[config.mk]
export PLATFORM = sky130hd
export DESIGN_NAME = rgb_pwm_generator
export DESIGN_NICKNAME = d
export VERILOG_FILES = /design/src/rtl/rgb_pwm_generator.sv
export SDC_FILE = /design/constraint.sdc
export NUM_CORES = 1
export LEC_CHECK = 0
export BUFFER_PORTS_ARGS = -buffer_cell sky130_fd_sc_hd__clkbuf_2
export CAP_MARGIN = 5
export CORE_UTILIZATION = 35
export DETAILED_ROUTE_END_ITERATION = 7
export GPL_ROUTABILITY_DRIVEN = 0
export GPL_TIMING_DRIVEN = 0
export SLEW_MARGIN = 20
export SYNTH_ARGS = -nofsm -noshare
export SYNTH_HDL_FRONTEND = slang
export SYNTH_SLANG_ARGS = --single-unit
[constraint.sdc]
create_clock -name clk -period 2.7 [get_ports clk]
set_input_delay 0.405 -clock clk [delete_from_list [all_inputs] [get_ports clk]]
set_output_delay 0.405 -clock clk [all_outputs]
set_load 0.01 [all_outputs]
[src/rtl/rgb_pwm_generator.sv]
// Three-channel PWM driver for an RGB LED: a shared prescaled 255-tick frame
// counter compared against per-channel duty codes captured only at frame boundaries.
module rgb_pwm_generator #(
  parameter int CLK_DIV    = 16,
  parameter bit ACTIVE_LOW = 1'b0
) (
  input  logic       clk,
  input  logic       rst,
  input  logic       en,
  input  logic [7:0] R_time_in,
  input  logic [7:0] G_time_in,
  input  logic [7:0] B_time_in,
  output logic       R_pwm,
  output logic       G_pwm,
  output logic       B_pwm,
  output logic       frame_start
);

  localparam logic [15:0] DIV_LAST = 16'(CLK_DIV - 1);
  localparam logic [7:0]  CNT_LAST = 8'd254;
  localparam logic        OFF_LVL  = ACTIVE_LOW;

  logic [15:0]     div_cnt_q, div_cnt_d;
  logic [7:0]      pwm_cnt_q, pwm_cnt_d;
  logic [2:0][7:0] shadow_q, shadow_d;
  logic [2:0]      pwm_q, pwm_d;
  logic            first_q, first_d;
  logic            frame_start_q, frame_start_d;

  logic [2:0][7:0] time_in;
  logic            tick;
  logic            wrap;

  assign time_in = {B_time_in, G_time_in, R_time_in};

  always_comb begin
    tick          = (div_cnt_q == DIV_LAST);
    wrap          = tick && (pwm_cnt_q == CNT_LAST);
    div_cnt_d     = div_cnt_q;
    pwm_cnt_d     = pwm_cnt_q;
    shadow_d      = shadow_q;
    pwm_d         = pwm_q;
    first_d       = first_q;
    frame_start_d = en && (first_q || wrap);

    if (!en) begin
      div_cnt_d = '0;
      pwm_cnt_d = '0;
      first_d   = 1'b1;
      pwm_d     = {3{OFF_LVL}};
    end else if (first_q) begin
      // Counters stay at 0 on the first reload so it lines up with a wrap
      // reload: the frame after either starts from count 0 and is 255*CLK_DIV long.
      first_d  = 1'b0;
      shadow_d = time_in;
      pwm_d    = {3{OFF_LVL}};
    end else begin
      div_cnt_d = tick ? 16'd0 : div_cnt_q + 16'd1;
      if (tick) begin
        pwm_cnt_d = wrap ? 8'd0 : pwm_cnt_q + 8'd1;
      end
      for (int c = 0; c < 3; c++) begin
        pwm_d[c] = (pwm_cnt_q < shadow_q[c]) ^ OFF_LVL;
      end
      if (wrap) begin
        shadow_d = time_in;
      end
    end
  end

  always_ff @(posedge clk or posedge rst) begin
    if (rst) begin
      div_cnt_q     <= '0;
      pwm_cnt_q     <= '0;
      shadow_q      <= '0;
      pwm_q         <= {3{OFF_LVL}};
      first_q       <= 1'b1;
      frame_start_q <= 1'b0;
    end else begin
      div_cnt_q     <= div_cnt_d;
      pwm_cnt_q     <= pwm_cnt_d;
      shadow_q      <= shadow_d;
      pwm_q         <= pwm_d;
      first_q       <= first_d;
      frame_start_q <= frame_start_d;
    end
  end

  assign R_pwm       = pwm_q[0];
  assign G_pwm       = pwm_q[1];
  assign B_pwm       = pwm_q[2];
  assign frame_start = frame_start_q;

endmodule

# == After elaboration in Yosys (flattened, before gate mapping) ==
# Index checks and enable logic that the tools add are counted.
# word_totals
regBits,53
latchBits,0
ram_bits,0
rom_bits,0
in_bits,27
word_cells,35
memories,0
# classes
addsub,2
n_mul,0
div,0
order_cmp,3
n_eq_ne,4
shifts,0
n_mux,12
n_bitwise,0
reduce_logical,6
# op_table
op,count
$mux W16,3
$mux W24,2
$mux W8,4
$lt A8 B8 Y1,3
$add A16 B1 Y16 const B,1
$eq A16 B4 Y1 const B,1
$add A8 B1 Y8 const B,1
$eq A8 B8 Y1 const B,1
$mux W3,2
$reduce_and A2 Y1,2
$logic_and A1 B1 Y1,2
$ne A2 B1 Y1 const B,1
$ne A2 B2 Y1 const B,1
$reduce_bool A2 Y1,1
$logic_or A1 B1 Y1,1
$mux W1,1

# == Longest topological paths before layout ==
# depth
depth_word,6
ltp_mapped,8
depth_no_buf,7

# == Least setup slack after synthesis ==
# OpenSTA, ideal clock, no wires.
# synth_timing
kind,register -> register
startpoint,reg pwm_cnt_q[0]
endpoint,reg shadow_q[15] (netlist bit)
setup_ns,0.125
t_arrival_ns,1.776
t_required_ns,2.575
slack_ns,0.799
stages_incl_launch_ff,9
path_buffers,2
period_less_slack_ns,1.901
path_cell_list,dfrtp_1 > clkbuf_1 > inv_1 > ha_1 > nand4_2 > nor2_2 > o21ai_2 > buf_6 > mux2_4
# synth_between
elab_chain_len,4
# synth_lines
item,line,source
from (decl),24,"logic [7:0] pwm_cnt_q, pwm_cnt_d;"
from (signal assigned),81,pwm_cnt_q <= pwm_cnt_d;
$eq A8 B8 Y1,38,wrap = tick && (pwm_cnt_q == CNT_LAST);
$logic_and A1 B1 Y1,38,
$reduce_bool A2 Y1 (no line),n/a,
$reduce_and A2 Y1 (no line),n/a,
to (signal assigned),82,shadow_q <= shadow_d;
to (decl),25,"logic [2:0][7:0] shadow_q, shadow_d;"
# No other way between the ends.
# A chain may end at the register's enable or synchronous reset.

# == Worst setup path after layout ==
# layout_timing
startpoint,reg pwm_cnt_q[0]
endpoint,reg shadow_q[5] (netlist bit)
# Same word-level chain as after synthesis.

==> qor.yml <==
synthesis:
  yosys_warnings: 0
  synthCells: 271
  netlist.area_leader.share_pct: 43.94
  avgSynthCellArea_um2: 10.93
  synth_edf_count: 0
  async_flop_share_pct: 100.0
  synth_area_leader_cell: "dfrtp_1"
  synthTopCellsByArea: "dfrtp_1 44%, ha_1 10%, mux2_4 9.6%, inv_1 3.3%, a21oi_1 2.5%"
  mappedNetlistNets: 322
  synth_cell_types: 44
  yosys_most_used_dff: "dfrtp_1"
  ys_seq_area_share_pct: 44.82
  syn-cell-area_um2: 2962
  ys_ff_latch: 53
flow_run:
  cap_violations: 0
grt:
  antenna_found_initial: 0
  grt_pass1_vias: 2094
  gr-total-overflow: 0
  grt_start_max_net_pins: 54
  gr-usage-all-layers_pct: 14.33
  grt_pass1_wl_mm: 9.846
floorplan:
  die_area_um2: 8833
  ios: 31
  die_y_um: 93.99
  initial_core_util_pct: 36.04
  fp.coreArea_um2: 8217
  row_count: 33
  die_w_um: 93.99
route:
  drt-total-wl_mm: 5.712
  drtPass1Iterations: 4
  route.detailed.drc: 0
  drtIter0Drc: 98
  viasPerCell: 5.061
  vias: 2090
  wl_per_cell_um: 13.83
  drtAntennaViolNets: 0
setup_path:
  crit_path_end: "shadow_q[5]"
  cp_max_fo: 10
  cp.required_ns: 2.89
  worstPathArrival_ns: 2.52
  crit_start: "pwm_cnt_q[0]"
  start_kind: "register"
  reg2reg_from: "pwm_cnt_q[0]"
  r2r_slack_ns: 0.37
  reg2regPathDepth: 8
  r2r_end: "shadow_q[5]"
  end_kind: "register"
  critPathKind: "register to register"
power:
  power.share.clock_pct: 34.1
  p_leak_nw: 1.684
  power_density_nw_per_um2: 498.3
  sw_frac_of_total_pct: 23.85
  p_comb_share_pct: 13.0
  power.internal_mw: 1.275
  p_seq_share_pct: 52.9
  switchingPower_mw: 0.3993
  p_total_mw: 1.675
  peakVddDrop_mv: 0.2668
cts:
  cts_num_sinks: 53
  clk_latency_ns: 0.31
  clk_pin_slew_ns: 0.10
  cts_buffer_depth: 2
  clockRootBuffer: "clkbuf_8"
  cts_buffers: 5
  cts_resized: 0
  post-cts-setup-buffers: 0
  htree_levels: 2
  tritoncts: "done"
  hold_buffers: 0
status:
  status: "finished clean"
sta:
  worstMarginPinSlew_ns: 0.6631
  fin_skew_ns: 0.01355
  finalMaxSlewViolations: 0
  period_minus_slack_ns: 2.333
  max-slew-margin-rel_pct: 55.79
  hold_viol_final: 0
  setup_viol_count_final: 0
  fin_crit_sh_pct: 86.42
  fin_tns_setup_ns: 0
  grt_setup_unrepaired: "no"
  timing.fmax_mhz: 428.6
finish:
  fin_cells: 413
  antenna_cells: 0
  drive_above_1_share_pct: 23.70
  area_growth_pct: 13.48
  final_nets: 358
placement:
  post-dp-hpwl_mm: 4.093
  portBuffers: 29
  dp_cells: 405
worst_hold_path:
  hp-class: "input port to asynchronous set/reset pin"
## power by group through the flow
stage | Clock, mW | Combinational, mW | Sequential, mW
CTS | 0.588 | 0.224 | 0.887
finish | 0.571 | 0.217 | 0.886
floorplan | 0 | 0.165 | 0.894
global route | 0.620 | 0.248 | 0.895
detailed placement | 0 | 0.222 | 0.901
global placement | 0 | 0.214 | 0.901
## cells in the mapped netlist, types with 2 or more instances
library cell / count
nand4_2: 2
mux2_2: 5
mux2_4: 19
o21ai_0: 7
buf_6: 2
and4_1: 2
nand2_1: 14
inv_1: 26
a2111oi_0: 3
dfrtp_1: 52
nand3_1: 6
o2111ai_1: 4
nor2b_1: 2
nor3_1: 6
nand4_1: 6
xor2_1: 3
or3_1: 8
a21o_1: 7
xnor2_1: 8
nor4_1: 3
clkbuf_1: 5
a21oi_1: 15
nand2b_1: 5
ha_1: 24
a211oi_1: 3
and3_1: 2
nor2_1: 15
## layout by cell type (no fill, tap or decap), drive strengths merged, types with 2 or more instances in the layout
master	instances
nor4	4
dfrtp	52
buf	3
clkbuf	41
nand3	6
nor3	6
nand2b	5
ha	24
o21ai	8
mux2	24
nor2b	2
nand4	8
a2111oi	3
a21o	7
xnor2	8
xor2	3
and4	3
nor2	16
o2111ai	4
nand2	14
or3	8
and3	2
a21oi	15
inv	26
a211oi	3
## registers in the layout (all words and copies together), names as in the netlist
| signal | count |
|---|---|
| div_cnt_q | 16 |
| frame_start | 1 |
| pwm_q | 3 |
| shadow_q | 24 |
| pwm_cnt_q | 8 |
| first_q | 1 |
## stage by stage
stage	utilization (%)	worst slack (ns)	instance area [um^2]	hold slack, ns
after floorplan	-	0.7988	2962	0.4794
after global placement	39.41	0.2539	3238	0.4908
after detailed placement	39.44	0.3629	3241	0.4952
after CTS	40.90	0.3314	3361	0.2091
after global routing	40.90	0.1178	3361	0.2414
final	40.90	0.3668	3361	0.1676
## cells by family after synthesis
kind of cell / Yosys count / share of synthesized area, %
buf+inv: 35 / 4.985
xor+xnor: 11 / 3.253
compound gates: 44 / 9.633
simple gates: 79 / 15.29
fa+ha+maj: 24 / 10.14
mux: 25 / 11.87
flops: 53 / 44.82
## metal layers
metal  wire length (um)  vias to the layer above  GRT usage (%)
met4                 45                        0          4.359
met2               2619                       26          23.60
li1                   -                     1037              -
met5                  0                        -              0
met1               2926                     1025          19.16
met3                121                        2          2.427
## area by class of cell
cell class                      instances  area, um^2
Sequential cell                        53        1328
Buffer                                  9       50.05
Inverter                               26       100.1
Timing Repair Buffer                   29       145.1
Clock buffer                            6       82.58
Fill cell                             817        4856
Multi-Input combinational cell        183        1486
Tap cell                              105       131.4
Clock inverter                          2       37.54
## worst max-delay path, cell delays in order (launching register included)
cell and delay [ns]:
dfrtp_1 0.36, clkbuf_1 0.35, inv_1 0.09, ha_1 0.23, nand4_2 0.15, nor2_2 0.06
o21ai_2 0.40, buf_6 0.26, mux2_4 0.31
## how the worst min path moves through the flow
stage                  from            end  slack (ns)  cells after the start
4_1_cts                 rst   pwm_cnt_q[7]        0.21                      2
3_3_place_gp    shadow_q[8]    shadow_q[8]        0.49                      1
5_1_grt                 rst  div_cnt_q[10]        0.24                      2
6_report                rst    frame_start        0.17                      2
2_1_floorplan  shadow_q[21]   shadow_q[21]        0.48                      1
3_5_place_dp   shadow_q[17]   shadow_q[17]        0.50                      1
Note: power is estimated with default switching activity, not from simulation.
